==> config.mk <==
export PLATFORM = sky130hd
export DESIGN_NAME = ddr3_avl_arbiter
export DESIGN_NICKNAME = d
export VERILOG_FILES = /design/src/rtl/ddr3_arb_pkg.sv /design/src/rtl/ddr3_avl_arbiter.sv
export SDC_FILE = /design/constraint.sdc
export NUM_CORES = 1
export LEC_CHECK = 0
export BUFFER_PORTS_ARGS = -buffer_cell sky130_fd_sc_hd__buf_2
export CAP_MARGIN = 20
export CORE_AREA = 2 2 141 143
export CTS_CLUSTER_DIAMETER = 40
export DETAILED_ROUTE_END_ITERATION = 12
export DIE_AREA = 0 0 143 145
export SETUP_SLACK_MARGIN = 0.1
export SYNTH_ARGS = -nofsm -noshare
export SYNTH_HDL_FRONTEND = slang
export SYNTH_SLANG_ARGS = --single-unit
==> constraint.sdc <==
create_clock -name ddr3_clk -period 1.7 [get_ports ddr3_clk]
set_input_delay 0.34 -clock ddr3_clk [delete_from_list [all_inputs] [get_ports ddr3_clk]]
set_output_delay 0.34 -clock ddr3_clk [all_outputs]
set_load 0.03 [all_outputs]
==> src/rtl/ddr3_arb_pkg.sv <==
// Shared types and constants for the DDR3 Avalon-MM read/write arbiter.
package ddr3_arb_pkg;

    typedef enum logic [1:0] {
        StIdle    = 2'd0,
        StRdCmd   = 2'd1,
        StWrBurst = 2'd2
    } arb_state_e;

    localparam int unsigned BurstLenDefault = 4;
    localparam int unsigned RdRunW          = 4;
    localparam int unsigned BeatW           = 3;

endpackage

==> src/rtl/ddr3_avl_arbiter.sv <==
// Shares one DDR3 Avalon-MM port between the display reader and the capture writer.
// Reads have priority, but a writer that has waited through MAX_RD_RUN reads gets one whole burst.
module ddr3_avl_arbiter
    import ddr3_arb_pkg::*;
#(
    parameter int unsigned ADDR_W     = 26,
    parameter int unsigned DATA_W     = 64,
    parameter int unsigned BURST_LEN  = BurstLenDefault,
    parameter int unsigned MAX_RD_RUN = 8
) (
    input  logic                ddr3_clk,
    input  logic                reset_n,

    input  logic                rd_req,
    input  logic [ADDR_W-1:0]   rd_addr,
    output logic                rd_ready,
    output logic                rd_rdata_valid,
    output logic [DATA_W-1:0]   rd_rdata,

    input  logic                wr_req,
    input  logic [ADDR_W-1:0]   wr_addr,
    input  logic [DATA_W-1:0]   wr_wdata,
    input  logic [DATA_W/8-1:0] wr_be,
    output logic                wr_ready,

    input  logic                avl_ready,
    output logic                avl_burstbegin,
    output logic                avl_read_req,
    output logic                avl_write_req,
    output logic [ADDR_W-1:0]   avl_addr,
    output logic [2:0]          avl_size,
    output logic [DATA_W-1:0]   avl_wdata,
    output logic [DATA_W/8-1:0] avl_be,
    input  logic                avl_rdata_valid,
    input  logic [DATA_W-1:0]   avl_rdata,

    output logic                grant_wr
);

    if (BURST_LEN < 1 || BURST_LEN > 7) begin : g_bad_burst_len
        $error("BURST_LEN must be in 1..7");
    end
    if (MAX_RD_RUN < 1 || MAX_RD_RUN > 15) begin : g_bad_max_rd_run
        $error("MAX_RD_RUN must be in 1..15");
    end

    localparam logic [BeatW-1:0] LastBeat = BeatW'(BURST_LEN - 1);

    arb_state_e        state_q, state_d;
    logic [BeatW-1:0]  beat_q, beat_d;
    logic [RdRunW-1:0] rd_run_q, rd_run_d;
    logic              starve;

    // Writer has watched MAX_RD_RUN reads go by and is still waiting.
    assign starve = wr_req && (32'(rd_run_q) == MAX_RD_RUN);

    always_ff @(posedge ddr3_clk or negedge reset_n) begin
        if (!reset_n) begin
            state_q  <= StIdle;
            beat_q   <= '0;
            rd_run_q <= '0;
        end else begin
            state_q  <= state_d;
            beat_q   <= beat_d;
            rd_run_q <= rd_run_d;
        end
    end

    always_comb begin
        state_d        = state_q;
        beat_d         = beat_q;
        rd_run_d       = rd_run_q;
        rd_ready       = 1'b0;
        wr_ready       = 1'b0;
        avl_burstbegin = 1'b0;
        avl_read_req   = 1'b0;
        avl_write_req  = 1'b0;
        avl_addr       = '0;
        avl_wdata      = '0;
        avl_be         = '0;

        unique case (state_q)
            StIdle: begin
                if (!wr_req) begin
                    rd_run_d = '0;
                end
                if (rd_req && !starve) begin
                    state_d = StRdCmd;
                end else if (wr_req) begin
                    state_d = StWrBurst;
                end
            end

            StRdCmd: begin
                avl_read_req   = rd_req;
                avl_burstbegin = rd_req;
                avl_addr       = rd_addr;
                if (avl_ready && rd_req) begin
                    rd_ready = 1'b1;
                    state_d  = StIdle;
                    if (wr_req && (rd_run_q != '1)) begin
                        rd_run_d = rd_run_q + RdRunW'(1);
                    end
                end
            end

            StWrBurst: begin
                // Grant is held through writer gaps so the burst is never split.
                avl_write_req  = wr_req;
                avl_burstbegin = wr_req && (beat_q == '0);
                avl_addr       = wr_addr;
                avl_wdata      = wr_wdata;
                avl_be         = wr_be;
                if (avl_ready && wr_req) begin
                    wr_ready = 1'b1;
                    if (beat_q == LastBeat) begin
                        beat_d   = '0;
                        rd_run_d = '0;
                        state_d  = StIdle;
                    end else begin
                        beat_d = beat_q + BeatW'(1);
                    end
                end
            end

            default: begin
                state_d = StIdle;
            end
        endcase
    end

    assign grant_wr       = (state_q == StWrBurst);
    assign avl_size       = 3'(BURST_LEN);
    assign rd_rdata_valid = avl_rdata_valid;
    assign rd_rdata       = avl_rdata;

endmodule

### Word level (Yosys, flattened, before mapping)

Index checks and enable logic that the tools add are counted.

| word-level totals | value |
|---|---|
| flip-flop bits (word level) | 9 |
| bits in latches | 0 |
| memory bits (writable) | 0 |
| memory bits (read-only) | 0 |
| input port bits | 194 |
| output and inout port bits | 172 |
| memories kept | 0 |

| cells by class | value |
|---|---|
| add/sub/neg operators | 2 |
| $mul | 0 |
| divide/modulo/power cells | 0 |
| $lt $le $gt $ge | 0 |
| eq/ne operators | 11 |
| shift operators | 0 |
| multiplexer cells | 23 |
| bitwise logic cells | 0 |
| reductions and logical operators | 13 |

Operator list:

| kind | count |
|---|---|
| 64-bit 2-to-1 mux | 1 |
| 26-bit case mux with 2 select lines | 1 |
| 4-bit 2-to-1 mux | 5 |
| 4-bit case mux with 3 select lines | 1 |
| 2-bit 2-to-1 mux | 5 |
| 8-bit 2-to-1 mux | 1 |
| 1-bit logical AND | 6 |
| 1-bit 2-to-1 mux | 6 |
| 2-bit inequality test (second input constant) | 3 |
| 2-bit case mux with 3 select lines | 1 |
| 6-bit AND reduction | 1 |
| 4-bit by 1-bit adder with 4-bit output (second input constant) | 1 |
| 4-bit equality test (second input constant) | 1 |
| 2-bit by 1-bit inequality test with 1-bit output (second input constant) | 2 |
| 4-bit inequality test (second input constant) | 1 |
| 4-bit AND reduction | 1 |
| 3-bit by 1-bit adder with 3-bit output (second input constant) | 1 |
| 3-bit by 2-bit equality test with 1-bit output (second input constant) | 1 |
| 3-bit zero test | 1 |
| 3-bit 2-to-1 mux | 1 |
| 3-bit inequality test (second input constant) | 1 |
| 3-bit nonzero test | 1 |
| 2-bit by 1-bit equality test with 1-bit output (second input constant) | 1 |
| 2-bit equality test (second input constant) | 1 |
| 4 further kinds | 4 |

### Depth between registers and ports, before layout

Gate-level depths: netlist of run 1.

| logic depth | value |
|---|---|
| depth in word-level cells | 6 |
| gate-level depth with buffers | 7 |
| depth with buffers taken out | 6 |

### Least setup slack after synthesis of run 1

Ideal clock, no wire load.

| path | value |
|---|---|
| path kind | flip-flop to output port |
| start point | register state_q[0] |
| end point | output avl_addr[0] |
| data arrival time | 2.048 ns |
| path slack | -0.688 ns |
| cell stages (with the launch flop) | 7 |
| buffers on the path | 2 |
| path through | dfrtp_1 -> inv_1 -> ha_1 -> clkbuf_1 -> clkbuf_1 -> a22oi_1 -> nor2b_1 |

| on the way | value |
|---|---|
| word-level cells in the longest chain between the ends | 2 |
| elaborated cells on any way between the ends | 3 |
| classes of those cells | 2 x eq/ne; 1 x mux |

Ends and longest elaborated chain:

| item | RTL line | text |
|---|---|---|
| start, declared | ddr3_avl_arbiter.sv:49 | `arb_state_e state_q, state_d;` |
| start signal, assigned | ddr3_avl_arbiter.sv:59 | `state_q <= StIdle;` |
| start signal, assigned | ddr3_avl_arbiter.sv:63 | `state_q <= state_d;` |
| 2-bit equality test | n/a |  |
| named net grant_wr | ddr3_avl_arbiter.sv:37 | `output logic grant_wr` |
| 26-bit case mux with 2 select lines | ddr3_avl_arbiter.sv:82 | `unique case (state_q)` |
| end, declared | ddr3_avl_arbiter.sv:30 | `output logic [ADDR_W-1:0] avl_addr,` |

The timed path passes the listed nets, and every way through them passes these cells.

### Worst setup path after layout of run 1

| path | value |
|---|---|
| start point | register state_q[0] |
| end point | output avl_addr[5] |

| on the way | value |
|---|---|
| word-level cells in the longest chain between the ends | 2 |
| elaborated cells on any way between the ends | 3 |
| classes of those cells | 2 x eq/ne; 1 x mux |

Ends and longest elaborated chain:

| item | RTL line |
|---|---|
| 2-bit equality test / 2-bit by 1-bit equality test with 1-bit output (equally long branches) | ddr3_avl_arbiter.sv:82 |
| 26-bit case mux with 2 select lines * | ddr3_avl_arbiter.sv:82 |

Mark *: on every way between the ends. The rest lies on a longest branch, timed or not.

==> results of run 1 <==
final cells by class:
class,instances,area (sq um)
Sequential cell,9,225.2
Fill cell,2013,14210
Clock inverter,1,5.005
Clock buffer,3,75.07
Tap cell,265,331.6
Multi-Input combinational cell,175,1774
Inverter,8,30.03
Timing Repair Buffer,278,2555
placed cells by master, fill, tap and decap left out, types with 8 or more instances in the layout:
cell type    n
buf_2      128
buf_6      106
and2_4      74
a22oi_2     20
nor2b_4     20
buf_4       15
buf_12      13
dfrtp_1      9
clkbuf_16    8
per-stage QoR:
| step | setup TNS [ns] | power (W) | setup WS [ns] | cell area [sq um] | hold WS (ns) |
|---|---|---|---|---|---|
| 2_1_floorplan | -0.7248 | 0.003875 | -0.03462 | 2414 | 0.04441 |
| 4_1_cts | -21.11 | 0.007278 | -0.2725 | 4633 | 0.4158 |
| 5_1_grt | -24.68 | 0.008604 | -0.3250 | 4996 | 0.4532 |
| 6_report | -18.73 | 0.008195 | -0.2581 | 4996 | 0.4128 |
| 3_5_place_dp | -1.081 | 0.004855 | -0.06538 | 3436 | 0.2109 |
| 3_3_place_gp | -0.1667 | 0.004815 | -0.01617 | 3436 | 0.2118 |
flip-flops by register name, indices dropped and copies added, names as in the netlist:
register,count
rd_run_q,4
state_q,2
beat_q,3
what timing repair did:
item | CTS | global route
gates cloned | 7 | 7
setup endpoints to repair | 110 | 112
hold buffers | 1 | 0
endpoints found under the hold margin | 9 | 0
resized for setup | 249 | 57
buffers inserted | 14 | 7
pin swaps | 14 | 1
where the power goes:
| part | internal, W | switching (W) | total (W) |
|---|---|---|---|
| combinational | 0.00397 | 0.00346 | 0.00743 |
| clock | 0.000311 | 0.000112 | 0.000423 |
| sequential | 0.000277 | 0.0000675 | 0.000344 |
| total | 0.00456 | 0.00364 | 0.00819 |
path summary, 6_finish.rpt:
check | to | slack (ns) | from | cells past startpoint
min in group asynchronous | rd_run_q[2]$_DFFE_PN0P_ | 0.49 | reset_n | 2
max reg2reg | beat_q[1]$_DFFE_PN0P_ | 0 | state_q[0]$_DFFE_PN0P_ | 7
min | state_q[0]$_DFFE_PN0P_ | 0.41 | rd_req | 3
max in group asynchronous | rd_run_q[3]$_DFFE_PN0P_ | 1.02 | reset_n | 2
max | avl_addr[5] | -0.26 | state_q[0]$_DFFE_PN0P_ | 7
min reg2reg | beat_q[2]$_DFFE_PN0P_ | 0.56 | beat_q[2]$_DFFE_PN0P_ | 2
worst register-to-register path: cells and delay by family (launching register included):
kind	cells	cell delay [ns]
mux	1	0.29
fa+ha+maj	1	0.26
flops	1	0.38
simple gates	1	0.20
buf+inv	4	0.46
logic make-up (layout without fill, tap and decap cells):
| kind of cell | count (synthesis) | count (layout) | share of synthesized area [%] |
|---|---|---|---|
| and+or+nand+nor | 120 | 120 | 36.66 |
| other | 2 | 3 | 0.3649 |
| DFF | 9 | 9 | 10.94 |
| adders and majority gates | 8 | 8 | 4.863 |
| buffers and inverters | 94 | 290 | 29.97 |
| muxes | 4 | 4 | 2.067 |
| AOI/OAI and AO/OA | 40 | 40 | 15.14 |
metal layers:
| layer | global-route usage (%) | part of all wire (%) | up-vias |
|---|---|---|---|
| met2 | 16.91 | 51 | 136 |
| li1 | - | - | 1239 |
| met3 | 2.310 | 7.1 | 20 |
| met5 | 0 | 0 | - |
| met4 | 2.921 | 1.7 | 0 |
| met1 | 10.47 | 40 | 1285 |
==> results by stage, run 1 <==
Synthesis:
- The number of different library cells in the post-synthesis netlist is 32.
- Counting instances in the post-synthesis netlist gives the leading cell types as and2_1, buf_4, a22oi_1, nor2b_1, clkbuf_1.
- The number of warnings reported in the yosys synthesis log is 0.
- The mean instance size in the synthesized netlist is 7.430 sq um.
- The area share of the largest cell type after synthesis is 25.53%.
- The share of flip-flops with an asynchronous set or reset is 100.0%.
- In the post-synthesis netlist, the cell with the most instances is and2_1.
- Yosys mapped a number of flops with a built-in enable equal to 0.
- The most used flip-flop cell after synthesis is dfrtp_1.
- The cell count after synthesis is 277.
- Summing every instance area after synthesis gives 2058 sq um.
- Of the synthesized area, sequential elements account for 10.94%.
- The number of register bits inferred by synthesis is 9.
- After synthesis, the cell types taking the most area are buf_4, and2_1, dfrtp_1.
- The top cell type by total area after synthesis is buf_4.

Worst setup path:
- Among all stages on the critical path, the largest delay is contributed by dfrtp_1.
- The delay contributed by the slowest stage of the critical path is 0.38 ns.
- The required time reported for the critical path endpoint is 1.36 ns.
- The category of the most critical setup path is reg -> out.
- Counting both buffers and inverters, the worst setup path holds a total of 4.
- The critical path goes through inv_2, ha_4, buf_12, buf_16, a22oi_2, nor2b_2, buf_6.
- The gate family responsible for the most delay along the worst path is buffers and inverters.
- The worst setup path is captured at an output port.
- Data on the critical path arrives at its endpoint at 1.62 ns.
- The biggest fanout along the worst timing path is 8.
- The worst setup path is launched from a register.

Global route:
- The number of global-route vias before repair came to 2803.
- The wire length of the first global-routing pass is 15.08 mm.
- The final global-route overflow total is 0.
- The initial antenna violation count is 0.
- Across every metal layer, demand over resource in global routing totals 9.292%.
- Entering global routing, the biggest net connects 33 pins.

Placement:
- Detailed placement finished with a half-perimeter wire length of 6.752 mm.
- The number of I/O port buffers is 232.
- The congestion estimate from routability-driven global placement came to 0.7547.
- Including well taps, the total number of placed cells is 702.

STA:
- The clock period minus final worst setup slack is 1.958 ns.
- Across all setup checks in the final design, the least slack found is -0.2581 ns.
- The post-route fraction of the period consumed by the critical path is 115.2%.
- The total count of max-transition violations in the final report is 0.
- The achievable clock frequency is 0.5107 GHz.
- Setup repair after global routing could not meet its margin everywhere.
- The count of endpoints failing setup in the final report is 105.
- The clock arrives with 0.006107 ns of skew.
- The final-report hold violation count is 0.

Finish:
- Compared with the post-synthesis result, the final layout area differs by 142.7%.
- The post-route netlist has 88.40% of its cells at a drive strength greater than 1.
- 0 antenna diodes ended up in the layout.
- The finished layout holds 739 standard cells, fillers aside.
- Measured on the finished design, the core utilization comes to 26.01%.
- The final net count is 677.

Pwr:
- For this design the static power due to leakage is 2.368 nW.
- Power spread over the standard cell area amounts to 1640 nW/um^2.
- The peak supply drop is 0.9196 mV.

Detailed routing:
- The remaining number of nets flagged by the antenna check after routing is 0.
- The first-pass iteration count of the detailed router is 4.
- Dividing the detail-routed wire length by the instance count gives 15.65 microns.
- The ratio of routed vias to standard cells is 3.627.
- The total vias in the final route is 2680.
- In the routed design, unresolved DRC markers number 0.
- The violation count after the first detailed-route iteration is 74.
- For this block, the routed nets add up to 11.56 mm of wire.

CTS:
- Counting the buffers created by CTS gives 3.
- The root buffer cell is clkbuf_16.
- The clock-pin slew on the worst setup and hold paths is 0.04 ns.
- The maximum buffer depth of the clock tree is 2.
- The count of clock tree sinks is 9.
- TritonCTS built the clock tree.
- The number of H-tree levels is 1.
- The later-pin clock latency in the skew report is 0.24 ns.

Status:
- The final reports fail on setup timing.
- The flow ran to the end, but the final reports show violations.

Floorplanning:
- The initial core utilization is 10.72%.
- 366 I/O pins were placed.
- The count of standard-cell rows is 51.
- The height of the die is 145 microns.
- The core region area is 19210 sq um.
- The width of the die is 143 microns.
- The floorplan die area is 20740 sq um.

Run:
- The count of max-cap constraint violations is 0.

Min path:
- The path class of the tightest hold or removal check is in -> reg.
No activity file was read; power rests on OpenSTA's default activity.
==> run 2, diff against run 1 <==
SETUP_SLACK_MARGIN = unset   (was 0.1)
==> run 2 against run 1 <==
  * The flow still finishes with violations (setup timing)
  * Non-clock buffer count fell by 16
  * Design area decreased by 9.3%
  * Register-to-register slack got worse by 0.13 ns
  * Die area is the same
  * Hold slack better by 0.0061 ns
  * Wire length decreased by 2.7%
  * Sequential share of layout area is 0.49 points higher
  * Flip-flop and latch count is the same
  * Clock skew shrank 0.0024 ns
  * Cell count fell by 2.2%
  * Combinational power decreased by 15%
==> results by stage, run 2 (same netlist as run 1, synthesis figures left out) <==
Status:
- The flow ran to the end, but the final reports show violations.
- The final reports fail on setup timing.

Worst setup path:
- In this run the worst setup path begins at state_q[0]$_DFFE_PN0P_.
- The arrival time reported for the critical path endpoint is 1.60 ns.
- The critical register-to-register path endpoint is rd_run_q[3]$_DFFE_PN0P_.
- The flop-to-flop setup slack is -0.13 ns.
- Traced cell by cell, the critical path runs through buf_4, ha_4, buf_12, and2_1, o21a_2, buf_6.
- The cell with the largest stage delay on the worst path is dfrtp_1.
- The setup path with the least slack is of type reg -> out.
- The biggest fanout along the worst timing path is 11.
- The worst setup path is launched from a register.
- For this run, the slowest stage of the critical path takes 0.38 ns.
- STA classifies the critical path endpoint as an output port.
- For the worst setup path, the data required time is 1.36 ns.
- The launching point of the worst reg2reg path is state_q[1]$_DFFE_PN0P_.
- The number of cells on the worst reg-to-reg path is 7.

Finish:
- The library cells used most frequently in the layout, excluding fill and tap cells, are buf_2, buf_6, and2_4.
- The summed area of non-filler cells in the final layout is 4532 sq um.
- The register with the most flip-flops in the layout has 4 of them.
- The repair_antennas step left the layout with diodes totalling 0.
- The most common cell after layout, fill and taps aside is buf_2.
- Of the cells placed in the final design, the portion with a size suffix greater than 1 is 85.59%.
- rd_run_q holds more flip-flops than any other register.
- In the final design database the tool counted 661 nets.
- The sequential cell area in the final layout is 226.5 sq um.
- Cells fill 23.59% of the core in the end.
- Relative to the synthesized area, the layout overhead comes to 120.2%.
- The largest registers in the layout are rd_run_q x4, beat_q x3, state_q x2.
- The fill cell total of the finished layout is 2073.
- The footprint of the multi-input gates is 1613 sq um.

STA:
- The post-route fraction of the period consumed by the critical path is 114.3%.
- The clock arrives with 0.003691 ns of skew.
- The count of endpoints failing setup in the final report is 109.
- Setup repair after global routing could not meet its margin everywhere.
- The total count of max-transition violations in the final report is 0.
- The aggregate negative setup slack is -17.36 ns.
- The final-report hold violation count is 0.
- The clock period minus final worst setup slack is 1.943 ns.
- Across all setup checks in the final design, the least slack found is -0.2434 ns.
- The achievable clock frequency is 0.5146 GHz.

Placement:
- Buffers placed on the I/O ports in this run total 232.
- The routability-driven placement congestion ratio is 0.7491.
- Detailed placement ended at an HPWL of 7.479 mm.
- The post-place instance area is 3348 sq um.

Min path:
- The start point of the worst min-delay path is rd_req.
- For hold timing, the worst endpoint is state_q[0]$_DFFE_PN0P_.
- The path class of the tightest hold or removal check is in -> reg.
- The number of cells traversed by the worst hold path is 3.

Floorplanning:
- The initial utilization of the core area, before any placement, comes to 10.72%.
- The floorplan die area is 20740 sq um.
- The count of standard-cell rows is 51.
- The floorplan step set the die height to 145 microns.
- The core region area is 19210 sq um.
- The width of the die is 143 microns.
- 366 I/O pins were placed.

Detailed routing:
- The violation count after the first detailed-route iteration is 74.
- For this run, the detailed router's first-pass iteration total came to 6.
- Using the TritonRoute via totals, the vias-per-cell ratio works out to 3.614.
- The DRC violation count after routing is 0.
- The total vias in the final route is 2613.
- The remaining number of nets flagged by the antenna check after routing is 0.
- In the final routed layout, each cell accounts on average for 15.56 microns.
- The final layout contains routed wiring with a total length of 11.25 mm.

Global route:
- Global routing used 9.003% of the available tracks across all layers.
- The initial antenna violation count is 0.
- The pin count of the biggest net entering global routing is 34.
- Summed over all layers, the global routing overflow is 0.
- The number of global-route vias before repair is 2563.
- The first global-routing pass estimated 14.50 mm of wire.

CTS:
- The number of H-tree levels is 1.
- TritonCTS built the clock tree.
- The total clock buffers created by CTS is 3.
- The maximum buffer depth of the clock tree is 2.
- The cell sitting at the root of the clock tree is a clkbuf_16.
- The later-pin clock latency in the skew report is 0.24 ns.
- Clock tree synthesis found a total of 9 sinks.
- The clock-pin slew on the worst setup and hold paths is 0.04 ns.

Run:
- The count of max-cap constraint violations is 0.

Pwr:
- The worst-case IR drop observed on VDD is 0.8223 mV.
- The power density normalized to cell area is 1570 nW/um^2.
- For this design the static power due to leakage is 2.170 nW.
## run 2: cell types whose count changed in the layout (fill, tap and decap cells not counted), moves of 6 or more
cell / delta
a22oi_1: +6
nor2b_2: +10
buf_6: -14
and2_4: -28
and2_2: +27
nor2b_4: -10
a22oi_2: -6
## run 2: worst max-delay path, delay by kind of cell (launching register included)
family | cells | cell delay (ns)
AO/OA/AOI/OAI | 1 | 0.21
adder cells (fa/ha/maj) | 1 | 0.19
buffers and inverters | 3 | 0.43
flip-flops | 1 | 0.38
AND/OR/NAND/NOR | 1 | 0.14
## run 2: worst max path at each step
stage	to	slack (ns)	depth (start not counted)
2_1_floorplan	avl_burstbegin	-0.05	6
3_3_place_gp	avl_burstbegin	-0.02	6
3_5_place_dp	avl_addr[1]	-0.04	6
4_1_cts	avl_addr[6]	-0.25	6
5_1_grt	avl_addr[20]	-0.30	7
6_report	avl_burstbegin	-0.24	6
## run 2: layout make-up
type | instances | share of cell area, %
Multi-Input combinational cell | 175 | 35.59
Inverter | 8 | 0.6626
Tap cell | 265 | 7.316
Clock buffer | 4 | 1.739
Timing Repair Buffer | 262 | 49.70
Sequential cell | 9 | 4.997
## run 2: per-layer routing
| layer | part of all wire, % | track usage, % | vias to the layer above |
|---|---|---|---|
| li1 | - | - | 1208 |
| met1 | 39 | 10.17 | 1222 |
| met2 | 48 | 15.10 | 145 |
| met3 | 8.5 | 2.508 | 38 |
| met4 | 4.4 | 5.050 | 0 |
| met5 | 0 | 0 | - |
## run 2: power by group
part / leakage (nW) / internal, W / switching [W]
logic: 2.02 / 0.00323 / 0.00312
clock network: 0.0382 / 0.000315 / 0.000115
registers: 0.114 / 0.000279 / 0.0000547
total: 2.17 / 0.00383 / 0.00329
## run 2: timing repair
| action | in CTS | in global routing |
|---|---|---|
| setup endpoints to repair | 104 | 110 |
| gates cloned | 3 | 5 |
| resized for setup | 151 | 130 |
| hold buffers | 1 | 0 |
| setup buffers | 7 | 5 |
| pin swaps | 1 | 2 |
| hold endpoints to repair | 9 | 0 |
## run 2: per-stage QoR
step           hold slack [ns]  power (W)  worst slack, ns  instances
2_1_floorplan          0.04441   0.003727         -0.05023        278
3_3_place_gp            0.2184   0.004650         -0.02296        700
3_5_place_dp            0.2135   0.004705         -0.03914        700
4_1_cts                 0.4173   0.006311          -0.2506        715
5_1_grt                 0.4461   0.007515          -0.2955        723
6_report                0.4189   0.007113          -0.2434        723
